$ cat src/rtl/mm_systolic_seq.sv
// -----------------------------------------------------------------------------
// mm_systolic_seq
//
// Sequencer for a 3x3 systolic matrix-multiply array built from MAC cells.
// A job is accepted on `start` while idle. Both operand matrices are
// snapshotted at that moment, so later changes on the inputs do not affect
// the job. The job then runs in four phases:
//   CLEAR : one cycle of mac_clr so every accumulator starts from zero.
//   FEED  : five beats (t = 0..4) of skewed data. Row i of A enters lane i
//           delayed by i beats, and column j of B enters lane j delayed by
//           j beats. Matching A[i][k] and B[k][j] therefore meet in cell (i,j).
//   DRAIN : DRAIN_CYCLES idle beats so the last partial products settle.
//   Exit  : the array outputs are latched into result_flat, done pulses for
//           one cycle and job_cnt increments.
// abort cancels a running job without producing a result.
//
// Ports
//   clk, reset    : clock; asynchronous active-high reset
//   start, abort  : job request (sampled in IDLE) / synchronous cancel
//   a_flat,b_flat : operand matrices, element [r][c] at WIDTH*(3r+c)
//   m_flat        : accumulator outputs of the array, same packing
//   a_feed,a_vld  : left-edge lanes (one per array row) and their valids
//   b_feed,b_vld  : top-edge lanes (one per array column) and their valids
//   mac_clr       : accumulator clear to all cells
//   busy          : any state other than IDLE
//   done          : one-cycle completion pulse
//   result_flat   : captured C matrix
//   job_cnt       : completed-job counter (wraps)
// -----------------------------------------------------------------------------
module mm_systolic_seq #(
  parameter int WIDTH        = 8,
  parameter int DRAIN_CYCLES = 3
) (
  input  logic                 clk,
  input  logic                 reset,
  input  logic                 start,
  input  logic                 abort,
  input  logic [9*WIDTH-1:0]   a_flat,
  input  logic [9*WIDTH-1:0]   b_flat,
  input  logic [9*WIDTH-1:0]   m_flat,
  output logic [3*WIDTH-1:0]   a_feed,
  output logic [3*WIDTH-1:0]   b_feed,
  output logic [2:0]           a_vld,
  output logic [2:0]           b_vld,
  output logic                 mac_clr,
  output logic                 busy,
  output logic                 done,
  output logic [9*WIDTH-1:0]   result_flat,
  output logic [15:0]          job_cnt
);

  localparam int FEED_LAST = 4;
  // One counter serves both FEED beats and DRAIN beats, so it must cover
  // the larger of the two ranges.
  localparam int CNT_MAX = (DRAIN_CYCLES > FEED_LAST + 1) ? DRAIN_CYCLES : FEED_LAST + 1;
  localparam int CNT_W   = $clog2(CNT_MAX + 1);

  localparam logic [CNT_W-1:0] FEED_END  = CNT_W'(FEED_LAST);
  localparam logic [CNT_W-1:0] DRAIN_END = CNT_W'(DRAIN_CYCLES - 1);

  typedef enum logic [1:0] {
    S_IDLE,
    S_CLEAR,
    S_FEED,
    S_DRAIN
  } state_e;

  state_e               state_q, state_d;
  logic [CNT_W-1:0]     cnt_q, cnt_d;
  logic [9*WIDTH-1:0]   a_op_q, a_op_d;
  logic [9*WIDTH-1:0]   b_op_q, b_op_d;
  logic [9*WIDTH-1:0]   result_q, result_d;
  logic                 done_q, done_d;
  logic [15:0]          job_cnt_q, job_cnt_d;

  function automatic logic [WIDTH-1:0] elem(input logic [9*WIDTH-1:0] m,
                                            input int r,
                                            input int c);
    return m[WIDTH*(3*r+c) +: WIDTH];
  endfunction

  // ---------------------------------------------------------------------------
  // Next-state logic
  // ---------------------------------------------------------------------------
  always_comb begin
    state_d   = state_q;
    cnt_d     = cnt_q;
    a_op_d    = a_op_q;
    b_op_d    = b_op_q;
    result_d  = result_q;
    done_d    = 1'b0;
    job_cnt_d = job_cnt_q;

    case (state_q)
      S_IDLE: begin
        // abort is ignored here, so start wins when both are high.
        if (start) begin
          a_op_d  = a_flat;
          b_op_d  = b_flat;
          cnt_d   = '0;
          state_d = S_CLEAR;
        end
      end

      S_CLEAR: begin
        cnt_d = '0;
        if (abort) state_d = S_IDLE;
        else       state_d = S_FEED;
      end

      S_FEED: begin
        if (abort) begin
          cnt_d   = '0;
          state_d = S_IDLE;
        end else if (cnt_q == FEED_END) begin
          cnt_d   = '0;
          state_d = S_DRAIN;
        end else begin
          cnt_d = cnt_q + 1'b1;
        end
      end

      S_DRAIN: begin
        // abort outranks the capture on the final drain beat.
        if (abort) begin
          cnt_d   = '0;
          state_d = S_IDLE;
        end else if (cnt_q == DRAIN_END) begin
          result_d  = m_flat;
          done_d    = 1'b1;
          job_cnt_d = job_cnt_q + 16'd1;
          cnt_d     = '0;
          state_d   = S_IDLE;
        end else begin
          cnt_d = cnt_q + 1'b1;
        end
      end

      default: begin
        cnt_d   = '0;
        state_d = S_IDLE;
      end
    endcase
  end

  // ---------------------------------------------------------------------------
  // State registers
  // ---------------------------------------------------------------------------
  always_ff @(posedge clk or posedge reset) begin
    if (reset) begin
      state_q   <= S_IDLE;
      cnt_q     <= '0;
      a_op_q    <= '0;
      b_op_q    <= '0;
      result_q  <= '0;
      done_q    <= 1'b0;
      job_cnt_q <= '0;
    end else begin
      state_q   <= state_d;
      cnt_q     <= cnt_d;
      a_op_q    <= a_op_d;
      b_op_q    <= b_op_d;
      result_q  <= result_d;
      done_q    <= done_d;
      job_cnt_q <= job_cnt_d;
    end
  end

  // ---------------------------------------------------------------------------
  // Feed decode: purely from registered state, count and operands, so the
  // array never sees a combinational path from start or the data inputs.
  // Lane l carries element index k = t - l while 0 <= k <= 2.
  // ---------------------------------------------------------------------------
  for (genvar l = 0; l < 3; l++) begin : g_lane
    int   k;
    int   k_sel;
    logic in_win;

    assign k      = int'(cnt_q) - l;
    assign in_win = (state_q == S_FEED) && (k >= 0) && (k <= 2);
    // Park the select on a legal element outside the window; the value is
    // masked anyway.
    assign k_sel  = in_win ? k : 0;

    assign a_feed[WIDTH*l +: WIDTH] = in_win ? elem(a_op_q, l, k_sel) : '0;
    assign b_feed[WIDTH*l +: WIDTH] = in_win ? elem(b_op_q, k_sel, l) : '0;
    assign a_vld[l]                 = in_win;
    assign b_vld[l]                 = in_win;
  end

  assign mac_clr     = (state_q == S_CLEAR);
  assign busy        = (state_q != S_IDLE);
  assign done        = done_q;
  assign result_flat = result_q;
  assign job_cnt     = job_cnt_q;

endmodule

$ cat config.mk
export PLATFORM = sky130hd
export DESIGN_NAME = mm_systolic_seq
export DESIGN_NICKNAME = d
export VERILOG_FILES = /design/src/rtl/mm_systolic_seq.sv
export SDC_FILE = /design/constraint.sdc
export NUM_CORES = 1
export LEC_CHECK = 0
export CAP_MARGIN = 20
export CORE_AREA = 2 2 177 179
export DETAILED_ROUTE_END_ITERATION = 10
export DIE_AREA = 0 0 179 181
export PLACE_DENSITY = 0.77
export RECOVER_POWER = 50
export SLEW_MARGIN = 20
export SYNTH_ARGS = -nofsm -noshare
export SYNTH_HDL_FRONTEND = slang
export SYNTH_SLANG_ARGS = --single-unit
$ cat constraint.sdc
create_clock -name clk -period 22.9 [get_ports clk]
set_input_delay 4.58 -clock clk [delete_from_list [all_inputs] [get_ports clk]]
set_output_delay 4.58 -clock clk [all_outputs]
set_load 0.02 [all_outputs]
Word level (Yosys, flattened, before mapping)

Index checks and enable logic that the tools add are counted.

Register bits after elaboration: 238
Input port bits: 220
Output and inout bits: 145
Logic and storage cells: 75

Add/sub/neg operators: 8
$mul: 3
$lt $le $gt $ge: 6
Equality and inequality tests: 8
Shifts and indexed selects: 6
Multiplexer cells: 25
Bitwise operators: 1
Reduce and logical (&&, ||, !) cells: 11

Operators by type and width:

| kind                                                                                | number |
|---|---|
| 72-bit by 32-bit variable part select with 8-bit output                             | 4 |
| 72-bit by 7-bit variable part select with 8-bit output                              | 1 |
| 72-bit by 9-bit variable part select with 8-bit output                              | 1 |
| 3-bit by 32-bit multiplier with 29-bit output, first input constant                 | 2 |
| 32-bit two-way mux                                                                  | 2 |
| 8-bit two-way mux                                                                   | 6 |
| 29-bit by 2-bit adder with 29-bit output, second input constant                     | 1 |
| 29-bit by 3-bit adder with 29-bit output, second input constant                     | 1 |
| 3-bit by 29-bit adder with 29-bit output, first input constant                      | 1 |
| 4-bit by 29-bit adder with 29-bit output, first input constant                      | 1 |
| 3-bit two-way mux                                                                   | 6 |
| 16-bit by 1-bit adder with 16-bit output, second input constant                     | 1 |
| 2-bit two-way mux                                                                   | 6 |
| 3-bit one-hot mux with 4 select lines                                               | 1 |
| 4-bit by 1-bit greater-or-equal comparator with 1-bit output, second input constant | 2 |
| 4-bit by 3-bit <= comparator with 1-bit output, second input constant               | 2 |
| 2-bit one-hot mux with 4 select lines                                               | 1 |
| 1-bit logical AND                                                                   | 6 |
| 3-bit inequality test, second input constant                                        | 2 |
| 3-bit AND reduction                                                                 | 2 |
| 2-bit by 3-bit multiplier with 5-bit output, first input constant                   | 1 |
| 2-bit equality test, second input constant                                          | 2 |
| 3-bit by 1-bit subtractor with 4-bit output, second input constant                  | 1 |
| 3-bit by 2-bit subtractor with 4-bit output, second input constant                  | 1 |
| other kinds (12)                                                                    | 14 |

Logic depth before layout (Yosys ltp)

Gate-level depths: netlist of the first run.

Depth in word-level cells: 9
Gate-level depth with buffers: 18
Gate-level depth less buffers: 14

Worst setup path before layout of the first run

Ideal clock, no wire load.

Path kind: register -> output
From: register cnt_q[0]
To: output b_feed[20]
Arrival: 4.368 ns
Data required time: 18.320 ns
Slack: 13.952 ns
Stages on the path, launching flop included: 18
Buffers on the path: 5
Cells stage by stage: dfrtp_1 > buf_4 > inv_2 > clkbuf_1 > ha_1 > a21oi_1 > or3_1 > buf_2 > inv_2 > buf_2 > nand2b_1 > ha_1 > ha_1 > xnor2_1 > buf_2 > mux2i_1 > mux4_2 > o2bb2ai_1

Longest elaborated chain between the ends: 9
Elaborated cells on any way between the ends: 10
Classes of those cells: 2 x add/sub; 1 x mul; 2 x order compare; 1 x shift; 2 x mux; 2 x reduce/logical

Ends and longest elaborated chain:

| element                                                      | RTL line | RTL |
|---|---|---|
| start: declaration                                           | 69       | `logic [CNT_W-1:0] cnt_q, cnt_d;` |
| start signal: assignment                                     | 160      | `cnt_q <= cnt_d;` |
| 3-bit by 2-bit subtractor with 4-bit output *                | 179      | `assign k = int'(cnt_q) - l;` |
| 4-bit by 1-bit greater-or-equal comparator with 1-bit output | 180      | `assign in_win = (state_q == S_FEED) && (k >= 0) && (k <= 2);` |
| 1-bit logical AND                                            | 180      |  |
| 1-bit logical AND *                                          | 180      |  |
| via g_lane[2].in_win                                         | 177      | `logic in_win;` |
| 32-bit two-way mux                                           | 183      | `assign k_sel = in_win ? k : 0;` |
| 3-bit by 32-bit multiplier with 29-bit output                | 79       | `return m[WIDTH*(3*r+c) +: WIDTH];` |
| 29-bit by 3-bit adder with 29-bit output                     | 79       |  |
| 72-bit by 32-bit variable part select with 8-bit output      | 79       |  |
| 8-bit two-way mux *                                          | 186      | `assign b_feed[WIDTH*l +: WIDTH] = in_win ? elem(b_op_q, k_sel, l) : '0;` |
| end: declaration                                             | 42       | `output logic [3*WIDTH-1:0] b_feed,` |

The timed path passes the listed nets; every way through them passes the cells marked *.

Final worst setup path of the first run

From: register cnt_q[1]
To: output b_feed[14]

Longest elaborated chain between the ends: 9
Elaborated cells on any way between the ends: 10
Classes of those cells: 2 x add/sub; 1 x mul; 2 x order compare; 1 x shift; 2 x mux; 2 x reduce/logical

Ends and longest elaborated chain:

| element                                                      | RTL line |
|---|---|
| 3-bit by 1-bit subtractor with 4-bit output *                | 179 |
| 4-bit by 1-bit greater-or-equal comparator with 1-bit output | 180 |
| 1-bit logical AND (2 in series)                              | 180 |
| 32-bit two-way mux                                           | 183 |
| 3-bit by 32-bit multiplier with 29-bit output                | 79 |
| 29-bit by 2-bit adder with 29-bit output                     | 79 |
| 72-bit by 32-bit variable part select with 8-bit output      | 79 |
| 8-bit two-way mux *                                          | 186 |

Mark *: on every way between the ends. The rest lies on a longest branch, timed or not.

==> results of run 1 <==
worst paths after layout:
kind                                        end  slack, ps  depth (start not counted)
worst min-delay path                job_cnt[15]        470                          1
worst min register to register      job_cnt[15]        470                          1
min in group asynchronous       result_flat[29]       6050                          2
max in group asynchronous             b_op_q[0]      13540                          4
worst max register to register      job_cnt[12]      17010                          7
worst max-delay path                 b_feed[14]      11940                         11
sequential cells by signal (all words and copies together) (netlist names):
register     cells
state_q          2
cnt_q            3
result_flat     72
job_cnt         16
a_op_q          72
done             1
b_op_q          72
cell usage in the layout (no fill, tap or decap), types with 6 or more instances in the layout:
cell type	instances
sky130_fd_sc_hd__a211oi_1	11
sky130_fd_sc_hd__ha_1	26
sky130_fd_sc_hd__o2111ai_1	6
sky130_fd_sc_hd__a221oi_1	12
sky130_fd_sc_hd__a21o_1	6
sky130_fd_sc_hd__mux2_2	222
sky130_fd_sc_hd__a311oi_1	7
sky130_fd_sc_hd__nor2_1	31
sky130_fd_sc_hd__mux4_2	17
sky130_fd_sc_hd__inv_1	19
sky130_fd_sc_hd__a32oi_1	8
sky130_fd_sc_hd__nand3_1	25
sky130_fd_sc_hd__a22o_1	10
sky130_fd_sc_hd__nand2_1	93
sky130_fd_sc_hd__mux2i_1	42
sky130_fd_sc_hd__dfrtp_1	237
sky130_fd_sc_hd__o22ai_1	12
sky130_fd_sc_hd__nor3_1	9
sky130_fd_sc_hd__buf_4	6
sky130_fd_sc_hd__conb_1	7
sky130_fd_sc_hd__clkbuf_8	6
sky130_fd_sc_hd__clkbuf_16	27
sky130_fd_sc_hd__a21oi_1	33
sky130_fd_sc_hd__clkbuf_1	8
sky130_fd_sc_hd__xnor2_1	14
sky130_fd_sc_hd__a22oi_1	12
sky130_fd_sc_hd__clkdlybuf4s50_1	317
sky130_fd_sc_hd__nand2b_1	12
sky130_fd_sc_hd__a31oi_1	11
sky130_fd_sc_hd__o21ai_0	30
sky130_fd_sc_hd__and3_1	12
sky130_fd_sc_hd__dlygate4sd3_1	47
sky130_fd_sc_hd__nor2b_1	10
routing by layer:
| layer | GRT usage (%) | vias to the layer above |
|---|---|---|
| met5 | 0 | - |
| met4 | 8.42 | 4 |
| met3 | 5.93 | 74 |
| met2 | 41.6 | 510 |
| met1 | 34.2 | 5204 |
| li1 | - | 4716 |
through the flow:
stage / instance area, µm² / setup WS (ps) / hold WS [ps] / instances
2_1_floorplan: 12900 / 11790 / 489 / 1097
3_3_place_gp: 16800 / 12770 / 468 / 1789
3_5_place_dp: 16800 / 12640 / 464 / 1789
4_1_cts: 17700 / 12010 / 476 / 1839
5_1_grt: 17700 / 11520 / 497 / 1841
6_report: 17700 / 11940 / 473 / 1842
cell usage after synthesis (all sizes together) (4+ instances only):
library cell	instances	area share, %
a211o	5	0.34
mux4	22	4.0
nor2b	10	0.48
o2111ai	6	0.41
a21o	6	0.35
nor4	4	0.31
ha	26	2.5
a311oi	8	0.59
buf	41	1.9
clkbuf	35	1.0
nand3b	4	0.23
nor3	11	0.55
o21ai	34	1.3
xor2	5	0.34
and2	4	0.19
a21oi	34	1.3
a221oi	12	0.81
o221ai	5	0.34
inv	25	0.75
a22o	10	0.68
a32oi	8	0.54
and3	12	0.58
a31oi	11	0.53
xnor2	15	1.1
a2111oi	5	0.39
a211oi	12	0.74
mux2	222	19
nand3	26	1.1
nand2	95	2.8
nand2b	13	0.65
dfrtp	238	46
a22oi	12	0.70
mux2i	42	3.3
o22ai	12	0.58
nor2	32	0.93
power by group through the flow:
stage	Sequential (W)	Combinational, W	Clock [W]
after floorplan	0.000550	0.000181	0
after CTS	0.000583	0.000271	0.000463
after global placement	0.000588	0.000267	0
after detailed placement	0.000589	0.000270	0
after global routing	0.000595	0.000298	0.000479
final	0.000586	0.000276	0.000450
cells by family (layout without fill, tap and decap cells):
family / after synthesis / in the layout / share of synthesized area, %
AO/OA/AOI/OAI: 191 / 191 / 10.4
XOR/XNOR: 20 / 20 / 1.42
adder cells (fa/ha/maj): 27 / 27 / 2.68
AND/OR/NAND/NOR: 227 / 227 / 8.93
multiplexers: 286 / 286 / 26.6
flip-flops: 238 / 238 / 46.2
buffers and inverters: 101 / 447 / 3.71
other: 1 / 10 / 0.0291
worst max-delay path, cell delays in order (launching register included):
cell and delay, ps:
sky130_fd_sc_hd__dfrtp_1 930, sky130_fd_sc_hd__inv_1 350, sky130_fd_sc_hd__ha_1 420, sky130_fd_sc_hd__nor4b_4 360, sky130_fd_sc_hd__nand3_4 480, sky130_fd_sc_hd__inv_2 550, sky130_fd_sc_hd__ha_1 300, sky130_fd_sc_hd__fa_1 680
sky130_fd_sc_hd__nor4_4 660, sky130_fd_sc_hd__a21oi_2 120, sky130_fd_sc_hd__a311oi_2 290, sky130_fd_sc_hd__clkdlybuf4s50_1 650
layout make-up:
cell class / instances / area share, %
sequential: 238 / 33.7
inverter: 25 / 0.552
clock buffer: 39 / 4.42
tap: 396 / 2.80
timing repair buffer: 372 / 20.9
antenna: 3 / 0.0425
multi-input combinational: 758 / 36.7
clock inverter: 11 / 0.870
==> reports/metrics.json, run 1 <==
{
  "placement": {
    "gp_congestion": 0.900,
    "portBuffers": 364,
    "dp_hpwl_um": 31600
  },
  "detailed_routing": {
    "drt_drc_violations_left": 0,
    "wirelength_met1_um": 17100,
    "via_count": 10500,
    "detail_route.wl_per_cell_um": 22.8,
    "via_per_inst": 5.70,
    "detail_route.iter0.violations": 828,
    "routed_length_on_met3_um": 3470,
    "drt_pass1_iterations": 5,
    "routed_antenna_nets": 0,
    "top_signal_layer_used": "met5",
    "wirelength_um": 42000,
    "met2_wirelength_um": 20000
  },
  "clock_tree": {
    "cts-hold-fix-buffers": 0,
    "worst_skew_pair.late_latency_ps": 560,
    "cts.clk_slew.worst_paths_ps": 70,
    "cts_made_buffers": 27,
    "cts.sinks": 238,
    "cts-htree-levels": 1,
    "cts_root_buf": "sky130_fd_sc_hd__clkbuf_16",
    "tritoncts": "built",
    "clockBufferDepth": 3,
    "cts.repair_timing.setup_buffer_count": 0,
    "postCtsResizedCells": 0
  },
  "global_routing": {
    "maximum_number_of_pins_on_one_net_before_global_route_repair": 119,
    "grt_overflow": 0,
    "grt_usage_pct": 25.8,
    "grt_first_pass_wirelength_um": 64100,
    "antenna_violations_before_repair": 7,
    "via_count_of_the_first_global_routing_pass": 10700
  },
  "run": {
    "max_cap_viol_count": 4
  },
  "final_layout": {
    "syn2layout_area_growth_pct": 37.1,
    "nFillCells": 2512,
    "num-nets-final": 1669,
    "utilization_of_the_core_after_routing_pct": 58.3,
    "area_occupied_by_multi_input_gates_um2": 6490,
    "seqCellArea_um2": 5960,
    "layout-drive-gt1-share_pct": 21.9
  },
  "pwr": {
    "clockPowerShare_pct": 34.3,
    "share_seq_of_total_power_pct": 44.7,
    "pwr-share-comb_pct": 21.0,
    "power.leakage_nw": 7.59,
    "power_density_nw_per_um2": 74.2,
    "internal_power_w": 0.000933,
    "power_switching_share_pct": 28.9,
    "vdd.ir_drop.worst_mv": 0.0563,
    "netSwitchingPower_w": 0.000379,
    "fin_total_pwr_w": 0.00131
  },
  "yosys": {
    "synth_seq_cells": 238,
    "async_flop_share_pct": 100,
    "synthesis.instances": 1091,
    "synth.distinct_cells": 71,
    "yosysWarnings": 0,
    "post_synth.cell_area_avg_um2": 11.8,
    "synth_top_flop_cell": "sky130_fd_sc_hd__dfrtp_1",
    "synth_seq_area_share_pct": 46.2,
    "synth-edff-count": 0,
    "synth.cell_area_um2": 12900
  },
  "setup_path": {
    "end_kind": "output pin",
    "type_of_the_setup_path_with_the_least_slack": "register to output pin",
    "worstPathRequired_ps": 18320,
    "worstPathMaxFanout": 26,
    "beginning_of_the_critical_path": "cnt_q[1]",
    "timing.rr.start": "cnt_q[1]",
    "critPathLaunchType": "register",
    "crit_arrival_ps": 6380
  },
  "timing": {
    "timing_hold_violations_final": 0,
    "slew_headroom_pct": -250,
    "setup_tns_ps": 0,
    "timing.clock.skew_ps": 17.4,
    "unrepaired_setup_endpoints_after_global_routing": "no",
    "finalSetupViolations": 0,
    "tightestPinTransition_ps": 5250,
    "layout_min_cycle_time_ps": 10960,
    "clock.fmax_mhz": 91.2,
    "slew_viol_final": 350,
    "period_utilisation_layout_pct": 47.9
  },
  "die": {
    "initial_utilization_pct": 42.5,
    "floorplan.core_area_um2": 30300,
    "die_width_um": 179,
    "top_level_ports": 365,
    "rows": 64,
    "die_height_um": 181,
    "fp.dieArea_um2": 32400
  },
  "min_path": {
    "hp-class": "register to register",
    "worstHoldStart": "job_cnt[15]"
  },
  "outcome": {
    "run_status": "finished, violations left",
    "failing_checks": "max-capacitance violations, max-slew violations"
  }
}
Note: power is estimated with default switching activity, not from simulation.
==> run 2, diff against run 1 <==
--- a/config.mk
+++ b/config.mk
@@ -9,7 +9,7 @@
 export CORE_AREA = 2 2 177 179
 export DETAILED_ROUTE_END_ITERATION = 10
 export DIE_AREA = 0 0 179 181
-export PLACE_DENSITY = 0.77
+export PLACE_DENSITY = 0.8
 export RECOVER_POWER = 50
 export SLEW_MARGIN = 20
 export SYNTH_ARGS = -nofsm -noshare
==> constraint.sdc (replaced) <==
create_clock -name clk -period 9 [get_ports clk]
set_input_delay 1.8 -clock clk [delete_from_list [all_inputs] [get_ports clk]]
set_output_delay 1.8 -clock clk [all_outputs]
set_load 0.02 [all_outputs]
==> reports/metrics.json, run 2 (synthesis results as in run 1) <==
{
  "die": {
    "fp.dieArea": {"value": 32400, "unit": "µm²", "change": "unchanged"},
    "initial_utilization": {"value": 42.5, "unit": "%", "change": "unchanged"},
    "rows": {"value": 64, "change": "unchanged"},
    "top_level_ports": {"value": 365, "change": "unchanged"},
    "die_height": {"value": 181, "unit": "µm", "change": "unchanged"},
    "floorplan.core_area": {"value": 30300, "unit": "µm²", "change": "unchanged"},
    "die_width": {"value": 179, "unit": "µm", "change": "unchanged"}
  },
  "setup_path": {
    "reg2reg_slack": {"value": 4750, "unit": "ps", "change": "was 17010 ps"},
    "type_of_the_setup_path_with_the_least_slack": {"value": "register to output pin", "change": "unchanged"},
    "worst_setup_path_endpoint": {"value": "b_feed[14]", "change": "unchanged"},
    "timing.rr.start": {"value": "state_q[0]", "change": "was cnt_q[1]"},
    "critPathLaunchType": {"value": "register", "change": "unchanged"},
    "worstPathMaxFanout": {"value": 26, "change": "unchanged"},
    "crit_arrival": {"value": 6410, "unit": "ps", "change": "was 6380 ps"},
    "worstPathRequired": {"value": 7200, "unit": "ps", "change": "was 18320 ps"},
    "end_kind": {"value": "output pin", "change": "unchanged"},
    "r2r-end": {"value": "b_op_q[24]", "change": "was job_cnt[12]"},
    "ff2ff_path_depth": {"value": 5, "change": "was 7"},
    "beginning_of_the_critical_path": {"value": "cnt_q[1]", "change": "unchanged"}
  },
  "timing": {
    "finalWorstSetupSlack": {"value": 788, "unit": "ps", "change": "was 11940 ps"},
    "setup_tns": {"value": 0, "unit": "ps", "change": "unchanged"},
    "clock.fmax_mhz": 122,
    "slew_viol_final": {"value": 268, "change": "was 350"},
    "finalSetupViolations": {"value": 0, "change": "unchanged"},
    "tightestPinTransition": {"value": 3680, "unit": "ps", "change": "was 5250 ps"},
    "slew_headroom": {"value": -147, "unit": "%", "change": "was -250%"},
    "timing.clock.skew": {"value": 9.25, "unit": "ps", "change": "was 17.4 ps"},
    "period_utilisation_layout_pct": 91.2,
    "timing_hold_violations_final": {"value": 0, "change": "unchanged"},
    "whs": {"value": 488, "unit": "ps", "change": "was 473 ps"},
    "unrepaired_setup_endpoints_after_global_routing": {"value": "no", "change": "unchanged"},
    "layout_min_cycle_time_ps": 8210
  },
  "pwr": {
    "share_seq_of_total_power": {"value": 44.5, "unit": "%", "change": "was 44.7%"},
    "power_density": {"value": 189, "unit": "nW/µm²", "change": "was 74.2 nW/µm²"},
    "pwr-share-comb": {"value": 20.8, "unit": "%", "change": "was 21.0%"},
    "clockPowerShare": {"value": 34.7, "unit": "%", "change": "was 34.3%"},
    "internal_power": {"value": 0.00238, "unit": "W", "change": "was 0.000933 W"},
    "power.leakage": {"value": 7.44, "unit": "nW", "change": "was 7.59 nW"},
    "netSwitchingPower": {"value": 0.000979, "unit": "W", "change": "was 0.000379 W"},
    "power_switching_share": {"value": 29.2, "unit": "%", "change": "was 28.9%"},
    "vdd.ir_drop.worst": {"value": 0.150, "unit": "mV", "change": "was 0.0563 mV"}
  },
  "placement": {
    "gp_congestion": {"value": 0.918, "change": "was 0.900"},
    "dp_worst_setup_slack": {"value": 1480, "unit": "ps", "change": "was 12640 ps"},
    "dp_hpwl": {"value": 31800, "unit": "µm", "change": "was 31600 µm"},
    "portBuffers": {"value": 364, "change": "unchanged"},
    "placed_cells": {"value": 1788, "change": "was 1789"}
  },
  "global_routing": {
    "grt_overflow": {"value": 0, "change": "unchanged"},
    "antenna_violations_before_repair": {"value": 7, "change": "unchanged"},
    "groute.layer.met1.usage": {"value": 34.5, "unit": "%", "change": "was 34.2%"},
    "grt_first_pass_wirelength": {"value": 64900, "unit": "µm", "change": "was 64100 µm"},
    "grt.met2_usage": {"value": 42.3, "unit": "%", "change": "was 41.6%"},
    "grt_usage": {"value": 26.0, "unit": "%", "change": "was 25.8%"},
    "busiest_layer_in_global_routing": {"value": "met2", "change": "unchanged"},
    "via_count_of_the_first_global_routing_pass": {"value": 10900, "change": "was 10700"},
    "maximum_number_of_pins_on_one_net_before_global_route_repair": {"value": 83, "change": "was 119"},
    "use_met3": {"value": 5.81, "unit": "%", "change": "was 5.93%"}
  },
  "outcome": {
    "failing_checks": {"value": "max-capacitance violations, max-slew violations", "change": "unchanged"},
    "run_status": {"value": "finished, violations left", "change": "unchanged"}
  },
  "final_layout": {
    "layout-drive-gt1-share": {"value": 22.1, "unit": "%", "change": "was 21.9%"},
    "antenna_cells": {"value": 0, "change": "was 3"},
    "nFillCells": {"value": 2509, "change": "was 2512"},
    "final-instance-count-excl-fill": {"value": 1838, "change": "was 1842"},
    "num-nets-final": {"value": 1668, "change": "was 1669"},
    "syn2layout_area_growth": {"value": 37.3, "unit": "%", "change": "was 37.1%"},
    "layout_common_cells": {"value": "361 x sky130_fd_sc_hd__clkdlybuf4s50_1, 237 x sky130_fd_sc_hd__dfrtp_1, 222 x sky130_fd_sc_hd__mux2_2, 93 x sky130_fd_sc_hd__nand2_1, 42 x sky130_fd_sc_hd__mux2i_1", "change": "was 317 x sky130_fd_sc_hd__clkdlybuf4s50_1, 237 x sky130_fd_sc_hd__dfrtp_1, 222 x sky130_fd_sc_hd__mux2_2, 93 x sky130_fd_sc_hd__nand2_1, 47 x sky130_fd_sc_hd__dlygate4sd3_1"},
    "layout_commonest_cell": {"value": "sky130_fd_sc_hd__clkdlybuf4s50_1", "change": "unchanged"},
    "utilization_of_the_core_after_routing": {"value": 58.3, "unit": "%", "change": "about the same"}
  },
  "detailed_routing": {
    "routed_antenna_nets": {"value": 0, "change": "unchanged"},
    "drt_drc_violations_left": {"value": 0, "change": "unchanged"},
    "detail_route.iter0.violations": {"value": 719, "change": "was 828"},
    "wirelength": {"value": 42400, "unit": "µm", "change": "was 42000 µm"},
    "via_per_inst": {"value": 5.74, "change": "was 5.70"},
    "drt_pass1_iterations": {"value": 5, "change": "unchanged"},
    "via_count": {"value": 10600, "change": "was 10500"},
    "detail_route.wl_per_cell": {"value": 23.1, "unit": "µm", "change": "was 22.8 µm"}
  },
  "min_path": {
    "worstHoldStart": {"value": "job_cnt[15]", "change": "unchanged"},
    "hold-path-cell-count": {"value": 1, "change": "unchanged"},
    "hp-class": {"value": "register to register", "change": "unchanged"}
  },
  "clock_tree": {
    "cts_made_buffers": {"value": 27, "change": "unchanged"},
    "worst_skew_pair.late_latency": {"value": 550, "unit": "ps", "change": "was 560 ps"},
    "tritoncts": {"value": "built", "change": "unchanged"},
    "clockBufferDepth": {"value": 3, "change": "unchanged"},
    "cts_root_buf": {"value": "sky130_fd_sc_hd__clkbuf_16", "change": "unchanged"},
    "cts.clk_slew.worst_paths": {"value": 70, "unit": "ps", "change": "about the same"},
    "cts.repair_timing.setup_buffer_count": {"value": 0, "change": "unchanged"},
    "cts-hold-fix-buffers": {"value": 0, "change": "unchanged"},
    "cts.sinks": {"value": 238, "change": "unchanged"},
    "postCtsResizedCells": {"value": 0, "change": "unchanged"},
    "cts-htree-levels": {"value": 1, "change": "unchanged"}
  },
  "run": {
    "max_cap_viol_count": {"value": 4, "change": "unchanged"}
  }
}
-- run 2: cell count changes in the layout (fill, tap and decap cells not counted), sizes merged --
| cell | before | now |
|---|---|---|
| clkdlybuf4s50 | 317 | 361 |
| dlygate4sd3 | 47 | 3 |
| diode | 3 | 0 |
| buf | 6 | 4 |
| clkbuf | 41 | 43 |
| bufinv | 3 | 2 |
| clkdlybuf4s15 | 0 | 1 |
| clkinvlp | 3 | 2 |
-- run 2: critical path, cell delays in order (launching register included) --
cell and delay [ps]:
sky130_fd_sc_hd__dfrtp_1 920, sky130_fd_sc_hd__inv_1 360, sky130_fd_sc_hd__ha_1 420, sky130_fd_sc_hd__nor4b_4 350, sky130_fd_sc_hd__nand3_4 470, sky130_fd_sc_hd__inv_2 560, sky130_fd_sc_hd__ha_1 280, sky130_fd_sc_hd__fa_1 660
sky130_fd_sc_hd__nor4_4 680, sky130_fd_sc_hd__a21oi_2 120, sky130_fd_sc_hd__a311oi_2 330, sky130_fd_sc_hd__clkdlybuf4s50_1 670
-- run 2: metrics by stage --
stage	power, W	cell area, µm²
floorplan	0.00186	12900
global placement	0.00218	16800
detailed placement	0.00218	16800
CTS	0.00336	17700
global route	0.00349	17700
finish	0.00336	17700
-- run 2: power groups by stage --
stage               Clock, W  Combinational (W)  Sequential [W]
floorplan                  0           0.000460         0.00140
global placement           0           0.000680         0.00150
detailed placement         0           0.000685         0.00150
CTS                  0.00119           0.000691         0.00149
global route         0.00123           0.000749         0.00152
finish               0.00116           0.000698         0.00149
-- run 2: layout make-up --
type	count	area [µm²]	area share [%]
Clock inverter	9	120	0.678
Multi-Input combinational cell	758	6500	36.7
Timing Repair Buffer	371	3690	20.9
Clock buffer	41	838	4.73
Inverter	25	97.6	0.551
Sequential cell	238	5960	33.6
Tap cell	396	495	2.80
-- run 2: worst min-delay path by stage --
stage | end | slack [ps]
floorplan | a_op_q[42] | 490
global placement | job_cnt[15] | 460
detailed placement | job_cnt[15] | 480
CTS | job_cnt[15] | 490
global route | job_cnt[14] | 510
finish | job_cnt[15] | 490
-- run 2: per-layer routing --
metal | up-vias | share of wire [%]
met5 | - | 0.13
met3 | 99 | 8.3
met2 | 538 | 47
met4 | 8 | 3.6
li1 | 4694 | -
met1 | 5217 | 41
==> run 3, diff against run 2 <==
--- a/config.mk
+++ b/config.mk
@@ -6,10 +6,10 @@
 export NUM_CORES = 1
 export LEC_CHECK = 0
 export CAP_MARGIN = 20
-export CORE_AREA = 2 2 177 179
+export CORE_AREA = 2 2 175 177
 export DETAILED_ROUTE_END_ITERATION = 10
-export DIE_AREA = 0 0 179 181
-export PLACE_DENSITY = 0.8
+export DIE_AREA = 0 0 177 179
+export PLACE_DENSITY = 0.82
 export RECOVER_POWER = 50
 export SLEW_MARGIN = 20
 export SYNTH_ARGS = -nofsm -noshare
==> reports/metrics.json, run 3 (synthesis results as in run 1) <==
{
  "outcome": {
    "run_status": {"value": "finished, violations left", "change": "unchanged"},
    "failing_checks": {"value": "max-capacitance violations, max-slew violations", "change": "unchanged"}
  },
  "die": {
    "top_level_ports": {"value": 365, "change": "unchanged"},
    "fp.dieArea": {"value": 31700, "unit": "µm²", "change": "was 32400 µm²"},
    "rows": {"value": 64, "change": "unchanged"},
    "die_height": {"value": 179, "unit": "µm", "change": "was 181 µm"},
    "die_width": {"value": 177, "unit": "µm", "change": "was 179 µm"},
    "initial_utilization": {"value": 43.0, "unit": "%", "change": "was 42.5%"},
    "floorplan.core_area": {"value": 30000, "unit": "µm²", "change": "was 30300 µm²"}
  },
  "setup_path": {
    "end_kind": {"value": "output pin", "change": "unchanged"},
    "r2r-end": {"value": "job_cnt[14]", "change": "was b_op_q[24]"},
    "crit_arrival": {"value": 6390, "unit": "ps", "change": "was 6410 ps"},
    "worstPathMaxFanout": {"value": 26, "change": "unchanged"},
    "reg2reg_slack": {"value": 2400, "unit": "ps", "change": "was 4750 ps"},
    "worst_setup_path_endpoint": {"value": "b_feed[14]", "change": "unchanged"},
    "type_of_the_setup_path_with_the_least_slack": {"value": "register to output pin", "change": "unchanged"},
    "timing.rr.start": {"value": "cnt_q[1]", "change": "was state_q[0]"},
    "ff2ff_path_depth": {"value": 8, "change": "was 5"},
    "critPathLaunchType": {"value": "register", "change": "unchanged"},
    "worstPathRequired": {"value": 7200, "unit": "ps", "change": "about the same"},
    "beginning_of_the_critical_path": {"value": "cnt_q[1]", "change": "unchanged"}
  },
  "final_layout": {
    "layout_commonest_cell": {"value": "sky130_fd_sc_hd__clkdlybuf4s50_1", "change": "unchanged"},
    "syn2layout_area_growth": {"value": 37.0, "unit": "%", "change": "was 37.3%"},
    "layout_common_cells": {"value": "294 x sky130_fd_sc_hd__clkdlybuf4s50_1, 237 x sky130_fd_sc_hd__dfrtp_1, 222 x sky130_fd_sc_hd__mux2_2, 93 x sky130_fd_sc_hd__nand2_1, 70 x sky130_fd_sc_hd__dlygate4sd3_1", "change": "was 361 x sky130_fd_sc_hd__clkdlybuf4s50_1, 237 x sky130_fd_sc_hd__dfrtp_1, 222 x sky130_fd_sc_hd__mux2_2, 93 x sky130_fd_sc_hd__nand2_1, 42 x sky130_fd_sc_hd__mux2i_1"},
    "layout-drive-gt1-share": {"value": 22.1, "unit": "%", "change": "about the same"},
    "utilization_of_the_core_after_routing": {"value": 58.8, "unit": "%", "change": "was 58.3%"},
    "num-nets-final": {"value": 1672, "change": "was 1668"},
    "final-instance-count-excl-fill": {"value": 1841, "change": "was 1838"}
  },
  "detailed_routing": {
    "via_count": {"value": 10500, "change": "was 10600"},
    "drt_drc_violations_left": {"value": 0, "change": "unchanged"},
    "via_per_inst": {"value": 5.72, "change": "was 5.74"},
    "detail_route.iter0.violations": {"value": 784, "change": "was 719"},
    "detail_route.wl_per_cell": {"value": 22.9, "unit": "µm", "change": "was 23.1 µm"},
    "drt_pass1_iterations": {"value": 6, "change": "was 5"},
    "routed_antenna_nets": {"value": 0, "change": "unchanged"},
    "wirelength": {"value": 42100, "unit": "µm", "change": "was 42400 µm"}
  },
  "clock_tree": {
    "worst_skew_pair.late_latency": {"value": 540, "unit": "ps", "change": "was 550 ps"},
    "cts.sinks": {"value": 238, "change": "unchanged"},
    "cts-hold-fix-buffers": {"value": 0, "change": "unchanged"},
    "clockBufferDepth": {"value": 3, "change": "unchanged"},
    "postCtsResizedCells": {"value": 0, "change": "unchanged"},
    "cts.clk_slew.worst_paths": {"value": 60, "unit": "ps", "change": "was 70 ps"},
    "cts.repair_timing.setup_buffer_count": {"value": 0, "change": "unchanged"},
    "tritoncts": {"value": "built", "change": "unchanged"},
    "cts_root_buf": {"value": "sky130_fd_sc_hd__clkbuf_16", "change": "unchanged"},
    "cts_made_buffers": {"value": 28, "change": "was 27"},
    "cts-htree-levels": {"value": 1, "change": "unchanged"}
  },
  "timing": {
    "unrepaired_setup_endpoints_after_global_routing": {"value": "no", "change": "unchanged"},
    "setup_tns": {"value": 0, "unit": "ps", "change": "unchanged"},
    "layout_min_cycle_time": {"value": 8190, "unit": "ps", "change": "was 8210 ps"},
    "finalWorstSetupSlack": {"value": 812, "unit": "ps", "change": "was 788 ps"},
    "clock.fmax": {"value": 122, "unit": "MHz", "change": "about the same"},
    "timing.clock.skew": {"value": 9.99, "unit": "ps", "change": "was 9.25 ps"},
    "timing_hold_violations_final": {"value": 0, "change": "unchanged"},
    "slew_viol_final": {"value": 327, "change": "was 268"},
    "tightestPinTransition": {"value": 4130, "unit": "ps", "change": "was 3680 ps"},
    "period_utilisation_layout": {"value": 91.0, "unit": "%", "change": "was 91.2%"},
    "finalSetupViolations": {"value": 0, "change": "unchanged"},
    "slew_headroom": {"value": -177, "unit": "%", "change": "was -147%"}
  },
  "pwr": {
    "power_density": {"value": 188, "unit": "nW/µm²", "change": "was 189 nW/µm²"},
    "vdd.ir_drop.worst": {"value": 0.143, "unit": "mV", "change": "was 0.150 mV"},
    "fin_total_pwr": {"value": 0.00332, "unit": "W", "change": "was 0.00336 W"},
    "power.leakage": {"value": 7.66, "unit": "nW", "change": "was 7.44 nW"}
  },
  "run": {
    "max_cap_viol_count": {"value": 4, "change": "unchanged"}
  },
  "placement": {
    "placed_cells": {"value": 1791, "change": "was 1788"},
    "dp_hpwl": {"value": 31300, "unit": "µm", "change": "was 31800 µm"},
    "gp_congestion": {"value": 0.926, "change": "was 0.918"},
    "portBuffers": {"value": 364, "change": "unchanged"},
    "dp_worst_setup_slack": {"value": 1440, "unit": "ps", "change": "was 1480 ps"}
  },
  "min_path": {
    "hp-class": {"value": "register to register", "change": "unchanged"}
  },
  "global_routing": {
    "via_count_of_the_first_global_routing_pass": {"value": 10800, "change": "was 10900"},
    "antenna_violations_before_repair": {"value": 4, "change": "was 7"},
    "grt_first_pass_wirelength": {"value": 63100, "unit": "µm", "change": "was 64900 µm"},
    "grt_usage": {"value": 25.9, "unit": "%", "change": "was 26.0%"},
    "maximum_number_of_pins_on_one_net_before_global_route_repair": {"value": 96, "change": "was 83"},
    "grt_overflow": {"value": 0, "change": "unchanged"}
  }
}
run 3: changes by cell type in the layout (fill, tap and decap cells not counted), moves of 2 or more:
cell and delta:
sky130_fd_sc_hd__clkdlybuf4s50_1 -67, sky130_fd_sc_hd__dlygate4sd3_1 +67, sky130_fd_sc_hd__clkbuf_8 -5, sky130_fd_sc_hd__buf_4 +4
sky130_fd_sc_hd__clkbuf_16 +2, sky130_fd_sc_hd__clkinv_2 +2, sky130_fd_sc_hd__clkinvlp_4 +2, sky130_fd_sc_hd__nor4_1 +2
sky130_fd_sc_hd__nor4_2 -2
run 3: layout make-up:
| class | count | area (µm²) |
|---|---|---|
| multi-input combinational | 758 | 6490 |
| sequential | 238 | 5960 |
| antenna | 1 | 2.50 |
| timing repair buffer | 374 | 3710 |
| tap | 396 | 495 |
| clock inverter | 11 | 95.1 |
| clock buffer | 38 | 820 |
| inverter | 25 | 97.6 |
| fill | 2494 | 12400 |
run 3: power by group:
group / switching [W] / internal [W] / total [W] / leakage [nW]
combinational: 0.000290 / 0.000419 / 0.000709 / 4.23
clock: 0.000449 / 0.000663 / 0.00111 / 0.447
sequential: 0.000232 / 0.00126 / 0.00149 / 2.99
run 3: worst min path at each step:
stage | startpoint | to | slack, ps | cells past startpoint
floorplan | a_op_q[42] | a_op_q[42] | 490 | 1
global placement | job_cnt[15] | job_cnt[15] | 460 | 1
detailed placement | job_cnt[15] | job_cnt[15] | 470 | 1
CTS | job_cnt[15] | job_cnt[15] | 480 | 1
global route | job_cnt[15] | job_cnt[15] | 490 | 1
finish | job_cnt[15] | job_cnt[15] | 460 | 1
run 3: critical path, cell delays in order (launching register included):
cell and delay (ps):
sky130_fd_sc_hd__dfrtp_1 940, sky130_fd_sc_hd__inv_1 370, sky130_fd_sc_hd__ha_1 430, sky130_fd_sc_hd__nor4b_4 360, sky130_fd_sc_hd__nand3_4 470, sky130_fd_sc_hd__inv_2 540
sky130_fd_sc_hd__ha_1 290, sky130_fd_sc_hd__fa_1 670, sky130_fd_sc_hd__nor4_4 680, sky130_fd_sc_hd__a21oi_2 120, sky130_fd_sc_hd__a311oi_2 290, sky130_fd_sc_hd__clkdlybuf4s50_1 660
run 3: per-layer routing:
| metal | share of wire (%) | track usage, % | wire (µm) |
|---|---|---|---|
| met1 | 40 | 33.9 | 16900 |
| met3 | 9.3 | 6.45 | 3920 |
| met2 | 46 | 41.5 | 19600 |
| met4 | 4.0 | 10.1 | 1690 |
| met5 | 0.031 | 0 | 13 |
run 3: stage by stage:
stage | instance area [µm²] | hold WS [ps]
floorplan | 12900 | 489
global route | 17700 | 487
CTS | 17700 | 479
global placement | 16800 | 461
finish | 17700 | 464
detailed placement | 16800 | 471
